$ cat src/rtl/fifo_tb_pkg.sv
// Types and constants shared by the FIFO traffic generator and the read-side checker.
package fifo_tb_pkg;

    typedef enum logic [1:0] {
        IDLE = 2'd0,
        RUN  = 2'd1,
        HALT = 2'd2
    } rc_state_t;

    // Width of the incrementing test pattern produced by the write-side generator.
    localparam int PAT_W = 5;

endpackage

$ cat src/rtl/recv_check_if.sv
// Read port of the async FIFO as seen from the rclk domain.
interface recv_check_if #(
    parameter int D_SIZE = 8
) ();

    logic              ren;
    logic              empty;
    logic [D_SIZE-1:0] rdata;

    // master: the consumer issuing reads; slave: the FIFO answering them.
    modport master (output ren, input empty, input rdata);
    modport slave  (input ren, output empty, output rdata);

endinterface

$ cat src/rtl/pat_check.sv
// Incrementing-pattern checker: expect counter with resync on mismatch,
// saturating read/error counters and sticky first-error capture.
module pat_check #(
    parameter int D_SIZE    = 8,
    parameter int CNT_W     = 5,
    parameter int CNT_OUT_W = 16
) (
    input  logic                 rclk,
    input  logic                 rstn,
    input  logic                 i_valid,
    input  logic                 i_clr,
    input  logic [D_SIZE-1:0]    i_data,
    output logic                 o_mismatch,
    output logic [CNT_OUT_W-1:0] o_rd_cnt,
    output logic [CNT_OUT_W-1:0] o_err_cnt,
    output logic                 o_error,
    output logic [D_SIZE-1:0]    o_first_bad
);

    logic [CNT_W-1:0]     r_expect;
    logic [CNT_OUT_W-1:0] r_rd_cnt;
    logic [CNT_OUT_W-1:0] r_err_cnt;
    logic                 r_error;
    logic [D_SIZE-1:0]    r_first_bad;
    logic [D_SIZE-1:0]    w_expected;
    logic                 w_match;

    // Upper bits of the expected word are zero, so any set upper bit mismatches.
    assign w_expected = D_SIZE'(r_expect);
    assign w_match    = (i_data == w_expected);
    assign o_mismatch = i_valid & ~i_clr & ~w_match;

    // NOTE: clocked state uses non-blocking assignments so every register samples pre-edge values.
    always_ff @(posedge rclk or negedge rstn) begin
        if (!rstn) begin
            r_expect    <= '0;
            r_rd_cnt    <= '0;
            r_err_cnt   <= '0;
            r_error     <= 1'b0;
            r_first_bad <= '0;
        end else if (i_clr) begin
            r_expect    <= '0;
            r_rd_cnt    <= '0;
            r_err_cnt   <= '0;
            r_error     <= 1'b0;
            r_first_bad <= '0;
        end else if (i_valid) begin
            if (r_rd_cnt != '1) r_rd_cnt <= r_rd_cnt + CNT_OUT_W'(1);
            if (w_match) begin
                r_expect <= r_expect + CNT_W'(1);
            end else begin
                if (r_err_cnt != '1) r_err_cnt <= r_err_cnt + CNT_OUT_W'(1);
                r_error <= 1'b1;
                if (!r_error) r_first_bad <= i_data;
                // Resync on the received word so a single dropped word costs one error.
                r_expect <= i_data[CNT_W-1:0] + CNT_W'(1);
            end
        end
    end

    assign o_rd_cnt    = r_rd_cnt;
    assign o_err_cnt   = r_err_cnt;
    assign o_error     = r_error;
    assign o_first_bad = r_first_bad;

endmodule

$ cat src/rtl/recv_check.sv
// Read-side traffic consumer for the async FIFO: drains it while enabled and
// hands each returned word to pat_check one cycle after the accepted read.
module recv_check
    import fifo_tb_pkg::*;
#(
    parameter int D_SIZE      = 8,
    parameter int CNT_W       = PAT_W,
    parameter int CNT_OUT_W   = 16,
    parameter bit STOP_ON_ERR = 1'b0
) (
    input  logic                 rclk,
    input  logic                 rstn,
    input  logic                 en,
    input  logic                 hold,
    input  logic                 clr,
    recv_check_if.master         rd,
    output logic [CNT_OUT_W-1:0] rd_cnt,
    output logic [CNT_OUT_W-1:0] err_cnt,
    output logic                 error,
    output logic [D_SIZE-1:0]    first_bad,
    output logic                 halted
);

    rc_state_t r_state;
    rc_state_t w_next_state;
    logic      r_ren;
    logic      r_rvalid;
    logic      w_ren_next;
    logic      w_mismatch;

    always_ff @(posedge rclk or negedge rstn) begin
        if (!rstn) r_state <= IDLE;
        else       r_state <= w_next_state;
    end

    // NOTE: every signal driven from always_comb gets a default first, so no latch is inferred.
    always_comb begin
        w_next_state = r_state;
        unique case (r_state)
            IDLE: if (en) w_next_state = RUN;
            // Dropping en wins over a simultaneous mismatch; the error is still recorded.
            RUN: begin
                if (!en)                              w_next_state = IDLE;
                else if (STOP_ON_ERR && w_mismatch)   w_next_state = HALT;
            end
            HALT: if (clr) w_next_state = IDLE;
            default: w_next_state = IDLE;
        endcase
    end

    always_comb begin
        w_ren_next = (r_state == RUN) & en & ~hold & ~rd.empty;
        halted     = (r_state == HALT);
    end

    always_ff @(posedge rclk or negedge rstn) begin
        if (!rstn) begin
            r_ren    <= 1'b0;
            r_rvalid <= 1'b0;
        end else begin
            r_ren    <= w_ren_next;
            r_rvalid <= r_ren & ~rd.empty;
        end
    end

    assign rd.ren = r_ren;

    pat_check #(
        .D_SIZE    (D_SIZE),
        .CNT_W     (CNT_W),
        .CNT_OUT_W (CNT_OUT_W)
    ) u_pat_check (
        .rclk        (rclk),
        .rstn        (rstn),
        .i_valid     (r_rvalid),
        .i_clr       (clr),
        .i_data      (rd.rdata),
        .o_mismatch  (w_mismatch),
        .o_rd_cnt    (rd_cnt),
        .o_err_cnt   (err_cnt),
        .o_error     (error),
        .o_first_bad (first_bad)
    );

endmodule
$ cat src/flat_wrapper.sv
// flat-port wrapper written by rule: the top's interface ports become plain ports
module recv_check_flat import fifo_tb_pkg::*;
#(
    parameter int D_SIZE      = 8,
    parameter int CNT_W       = PAT_W,
    parameter int CNT_OUT_W   = 16,
    parameter bit STOP_ON_ERR = 1'b0
)
  (rclk, rstn, en, hold, clr, rd_cnt, err_cnt, error, first_bad, halted, rd_ren, rd_empty, rd_rdata);
  recv_check_if #(.D_SIZE(D_SIZE)) rd_i ();
  input  logic rclk;
  input  logic rstn;
  input  logic en;
  input  logic hold;
  input  logic clr;
  output logic [CNT_OUT_W-1:0] rd_cnt;
  output logic [CNT_OUT_W-1:0] err_cnt;
  output logic error;
  output logic [D_SIZE-1:0] first_bad;
  output logic halted;
  output wire logic [$bits(rd_i.ren)-1:0] rd_ren;
  input wire logic [$bits(rd_i.empty)-1:0] rd_empty;
  input wire logic [$bits(rd_i.rdata)-1:0] rd_rdata;
  assign rd_ren = rd_i.ren;
  assign rd_i.empty = rd_empty;
  assign rd_i.rdata = rd_rdata;
  recv_check #(.D_SIZE(D_SIZE), .CNT_W(CNT_W), .CNT_OUT_W(CNT_OUT_W), .STOP_ON_ERR(STOP_ON_ERR)) u_core (.rclk(rclk), .rstn(rstn), .en(en), .hold(hold), .clr(clr), .rd(rd_i), .rd_cnt(rd_cnt), .err_cnt(err_cnt), .error(error), .first_bad(first_bad), .halted(halted));
endmodule
$ cat config.mk
export PLATFORM = sky130hd
export DESIGN_NAME = recv_check_flat
export DESIGN_NICKNAME = d
export VERILOG_FILES = /design/src/rtl/fifo_tb_pkg.sv /design/src/rtl/recv_check_if.sv /design/src/rtl/pat_check.sv /design/src/rtl/recv_check.sv /design/src/flat_wrapper.sv
export SDC_FILE = /design/constraint.sdc
export NUM_CORES = 1
export LEC_CHECK = 0
export CELL_PAD_IN_SITES_DETAIL_PLACEMENT = 1
export CELL_PAD_IN_SITES_GLOBAL_PLACEMENT = 1
export CORE_AREA = 2 2 85 87
export DETAILED_ROUTE_END_ITERATION = 10
export DIE_AREA = 0 0 87 89
export PLACE_DENSITY = 0.86
export SLEW_MARGIN = 30
export SYNTH_ARGS = -nofsm -noshare
export SYNTH_HDL_FRONTEND = slang
export SYNTH_SLANG_ARGS = --single-unit
$ cat constraint.sdc
create_clock -name rclk -period 2.8 [get_ports rclk]
set_clock_uncertainty 0.1 [all_clocks]
set_input_delay 0.56 -clock rclk [delete_from_list [all_inputs] [get_ports rclk]]
set_output_delay 0.56 -clock rclk [all_outputs]
set_load 0.05 [all_outputs]
* Word level (Yosys, flattened, before mapping)
Index checks and enable logic that the tools add are counted.
** Storage, ports and cells
- Bits in registers :: 50
- Bits in read-only memories :: 0
- Memories :: 0
- Latch bits :: 0
- Word-level logic and storage cells :: 58
- Bits of input ports :: 14
- RAM bits :: 0
- Output and inout port bits :: 43
** Cells by class
- Divide/modulo/power cells :: 0
- Equality and inequality tests :: 10
- Bitwise operators :: 6
- Shifts and indexed selects :: 0
- $add $sub $neg :: 4
- Multipliers :: 0
- Reductions and logical operators :: 9
- Muxes and demuxes :: 21
- Order comparisons :: 0
** Operators with widths (number)
- two-way mux 16 bit :: 7
- adder 16 x 1 -> 16 bit, second input constant :: 2
- two-way mux 8 bit :: 4
- != test 16 bit, second input constant :: 2
- two-way mux 5 bit :: 3
- adder 5 x 1 -> 5 bit, second input constant :: 2
- != test 2 bit, second input constant :: 5
- AND reduction 3 bit :: 3
- equality test 8 x 5 -> 1 bit :: 1
- two-way mux 2 bit :: 3
- one-hot mux 2 bit (3 select lines) :: 1
- nonzero test 2 bit :: 3
- AND 1 bit :: 4
- AND reduction 2 bit :: 2
- two-way mux 1 bit :: 3
- equality test 2 x 1 -> 1 bit, second input constant :: 1
- equality test 2 bit, second input constant :: 1
- zero test 2 bit :: 1
- inverter 1 bit :: 2

* Depth between registers and ports, before layout
- Depth in word-level cells :: 5
- Gate-level depth with buffers :: 8
- Mapped depth without buffers :: 6

* By module
A second synthesis with hierarchy kept.
** Unflattened totals
- Cell total of the unflattened synthesis :: 269
- Area, all modules :: 2666.3 um^2
** Modules (own cells, without submodules)
- pat_check :: instances 1, cells an instance 260, seq. area each 1151.1 um^2, area an instance 2539.9 um^2
- recv_check :: instances 1, cells an instance 9, seq. area each 75.1 um^2, area an instance 126.4 um^2

* Least setup slack after synthesis
No wires, ideal clock.
- Path type :: register to register
- Start :: register u_core.u_pat_check.r_err_cnt[0] (netlist: u_core.u_pat_check.o_err_cnt[0])
- End :: register u_core.u_pat_check.r_err_cnt[8] (netlist: u_core.u_pat_check.o_err_cnt[8])
- Arrival time :: 2036 ps
- Library setup time :: 125 ps
- Cell stages (with the launch flop) :: 9
- Slack :: 540 ps
- Path buffers :: 2
- Cells stage by stage :: dfrtp_1 ha_1 nand2_1 or2_0 buf_2 nor2_1 buf_2 nor4b_1 mux2_2
** On the way
- Word-level cells in the longest chain between the ends :: 5
- Elaborated cells on any way between the ends :: 8
** Ends and longest elaborated chain
- start, declared :: RTL line pat_check.sv:22 : logic [CNT_OUT_W-1:0] r_err_cnt;
- start signal, assigned :: RTL line pat_check.sv:52 : if (r_err_cnt != '1) r_err_cnt <= r_err_cnt + CNT_OUT_W'(1);
- adder 16 x 1 -> 16 bit :: RTL line pat_check.sv:52
- two-way mux 16 bit :: RTL line pat_check.sv:52
- two-way mux 16 bit :: RTL line pat_check.sv:49 : if (w_match) begin
- two-way mux 16 bit :: RTL line pat_check.sv:47 : end else if (i_valid) begin
- two-way mux 16 bit :: RTL line pat_check.sv:41 : end else if (i_clr) begin
Several ways; a longest one is shown, not always the timed one. The select of a mux whose other input is x is not followed.
A chain may end at the register's enable or synchronous reset.

* Worst setup path after layout
Ends and elaborated chain as after synthesis.

==> impl_metrics.env <==
export IMPL_syn_to_final_growth_pct=27.4
export IMPL_multi_input_area_um2=1280
export IMPL_routed_via_density=5.52
export IMPL_maxSlewHeadroom_pct=50.5
export IMPL_insertedDiodeCount=0
export IMPL_cts_setup_buffers=0
export IMPL_design_core_area_um2=6720
export IMPL_drt_iter0_drc=66
export IMPL_drv_cap=0
export IMPL_synth_async_reset_ratio_pct=100
export IMPL_path_buf_inv=0
export IMPL_routabilityCongestion=0.744
export IMPL_cts_root_buf="clkbuf_8"
export IMPL_finalHoldViolCount=0
export IMPL_total_leakage_power_nw=1.37
export IMPL_seq_area_um2=1230
export IMPL_clock_sinks=49
export IMPL_crit_fanout=21
export IMPL_nets=330
export IMPL_fmax_mhz=413
export IMPL_layout_worst_path_cycle_share_pct=86.4
export IMPL_clk_pin_slew_ns=0.10
export IMPL_holdCritPathClass="in -> async"
export IMPL_ant_nets=0
export IMPL_cts_tree="done"
export IMPL_layout_common_cells="clkdlybuf4s50_1, dfrtp_1, nor2_1, a21oi_1, xor2_1"
export IMPL_start_util_pct=38.6
export IMPL_rsz0062_at_grt="false"
export IMPL_grt_max_degree=30
export IMPL_synth_edf_count=0
export IMPL_route_detailed_drc=0
export IMPL_portBuffers=55
export IMPL_cp_cell_sequence="ha_1 > nand2_1 > or2_0 > nor2_2 > nor4b_1 > mux2_2"
export IMPL_yosysUniqueCellTypes=46
export IMPL_slew_viol_final=0
export IMPL_cts_buffers=5
export IMPL_drt_total_wl_um=6440
export IMPL_syn_inst=259
export IMPL_die_area_um2=7740
export IMPL_regToRegEndpoint="u_core.u_pat_check.o_err_cnt[8]"
export IMPL_grt_pass1_vias=2284
export IMPL_row_count=30
export IMPL_num_io_pins=57
export IMPL_tightest_slew_ns=0.741
export IMPL_fp_dieH_um=89
export IMPL_end_kind="flop"
export IMPL_vdd_ir_drop_max_uv=274
export IMPL_p_per_area_nw_per_um2=399
export IMPL_firstDrtPassIters=4
export IMPL_vias=2171
export IMPL_clock_path_buffers=2
export IMPL_min_period_ns=2.42
export IMPL_grt_usage_pct=18.0
export IMPL_pre_cts_slack_ns=0.151
export IMPL_cp_arrival_ns=2.51
export IMPL_clk_latency_ns=0.31
export IMPL_crit_type="reg -> reg"
export IMPL_dieWidth_um=87
export IMPL_r2r_cells=6
export IMPL_layout_commonest_cell="clkdlybuf4s50_1"
export IMPL_cts_resized=0
export IMPL_regToRegStartpoint="u_core.u_pat_check.o_err_cnt[0]"
export IMPL_grt_ovfl_total=0
export IMPL_syn_area_um2=2590
export IMPL_ys_seq_area_share_pct=47.3
export IMPL_setup_worst_path_start_class="flop"
export IMPL_crit_slowest_cell="nor2_2"
export IMPL_crit_path_max_incr_delay_ns=0.65
export IMPL_tns_ns=0
export IMPL_yosys_warnings=0
export IMPL_synthFlopType="dfrtp_1"
export IMPL_status="completed"
export IMPL_antenna_found_initial=0
export IMPL_syn_nets=277
export IMPL_grt_first_pass_wirelength_um=11100
export IMPL_wl_per_cell_um=16.4
export IMPL_drive_gt1_share_pct=8.63
export IMPL_synth_seq_cells=49
export IMPL_finalSetupViolCount=0
export IMPL_crit_family="simple AND/OR/NAND/NOR gates"
export IMPL_layout_setup_ws_ns=0.381
export IMPL_fillers=765
export IMPL_r2r_slack_ns=0.38
export IMPL_cp_data_required_time_ns=2.89
export IMPL_avgSynthCellArea_um2=10.0
export IMPL_h_tree_depth=2
export IMPL_dp_hpwl_um=4720
export IMPL_hold_buffers=0
## synthesized netlist by cell type, types with 4 or more instances
cell type  number  area [um^2]
or3_1           4         25.0
or4_1           4         30.0
mux2i_1        10          100
nor2b_1         9         56.3
nand3_1        12         60.1
ha_1            4         50.1
o21ai_0         6         30.0
nand2_1         7         26.3
nand4_1         5         31.3
inv_1           4         15.0
nor4_1          4         25.0
a211oi_1        4         30.0
o31ai_1         6         45.0
clkbuf_1        7         26.3
nor3_1          4         20.0
xor2_1         13          114
mux2_2          6         67.6
o2111ai_1       4         35.0
a21oi_1        15         75.1
and4_1          6         52.6
nor2_1         36          135
dfrtp_1        49         1230
xnor2_1         6         52.6
## cell type report
cell class	instances	share of cell area [%]
inverters	4	0.454
flip-flops and latches	49	37.1
clock inverters	2	0.303
repair buffers	61	18.1
multi-input cells	191	38.8
well taps	80	3.03
clock buffers	6	2.20
## worst reg2reg max path: cells and delay by family, from the launching register on
kind	cells	cell delay (ns)
DFF	1	0.45
and+or+nand+nor	4	1.23
adders and majority gates	1	0.22
muxes	1	0.30
## report_power, final
group          internal (mW)  total, mW  switching (mW)
Clock                  0.174      0.417           0.243
Combinational         0.0635      0.161          0.0975
Sequential             0.725      0.741          0.0154
Total                  0.963       1.32           0.356
## cells by family after synthesis
logic type	after synthesis	synth area share (%)
adder cells (fa/ha/maj)	4	1.93
AO/OA/AOI/OAI	45	12.1
XOR/XNOR	19	6.41
multiplexers	16	6.46
AND/OR/NAND/NOR	106	22.4
buffers and inverters	19	3.37
other	1	0.145
flip-flops	49	47.3
## how the worst max path moves through the flow
stage,from,end,slack (ns),cells after the start
2_1_floorplan,u_core.u_pat_check.o_err_cnt[0],u_core.u_pat_check.o_err_cnt[8],0.54,8
5_1_grt,u_core.u_pat_check.o_err_cnt[0],u_core.u_pat_check.o_err_cnt[8],0.23,6
4_1_cts,u_core.u_pat_check.o_err_cnt[0],u_core.u_pat_check.o_err_cnt[8],0.38,6
3_5_place_dp,rd_rdata[1],u_core.u_pat_check.o_err_cnt[12],0.15,7
3_3_place_gp,u_core.u_pat_check.o_err_cnt[0],u_core.u_pat_check.o_err_cnt[8],0.25,6
6_report,u_core.u_pat_check.o_err_cnt[0],u_core.u_pat_check.o_err_cnt[8],0.38,6
## metrics by stage
step / hold slack [ns] / utilization (%) / instances / power [mW] / cell area, um^2
6_report: 0.145 / 49.2 / 393 / 1.32 / 3310
5_1_grt: 0.197 / 49.2 / 393 / 1.38 / 3310
4_1_cts: 0.168 / 49.2 / 393 / 1.34 / 3310
3_5_place_dp: 0.374 / 48.0 / 385 / 0.919 / 3220
3_3_place_gp: 0.362 / 47.9 / 385 / 0.910 / 3220
2_1_floorplan: 0.164 / - / 259 / 0.846 / 2590
## flip-flops by register name, summed over array words and instances, names as in the netlist
signal,count
u_core.r_rvalid,1
u_core.u_pat_check.o_error,1
u_core.u_pat_check.r_expect,5
u_core.u_pat_check.o_first_bad,8
u_core.r_state,1
u_core.rd.ren,1
u_core.u_pat_check.o_rd_cnt,16
u_core.u_pat_check.o_err_cnt,16
## metal layers
layer,track usage (%),part of all wire [%]
met1,23.3,46
met2,31.8,51
met3,2.77,2.4
met4,3.98,0.68
met5,0,0
(Power assumes the default switching activity.)
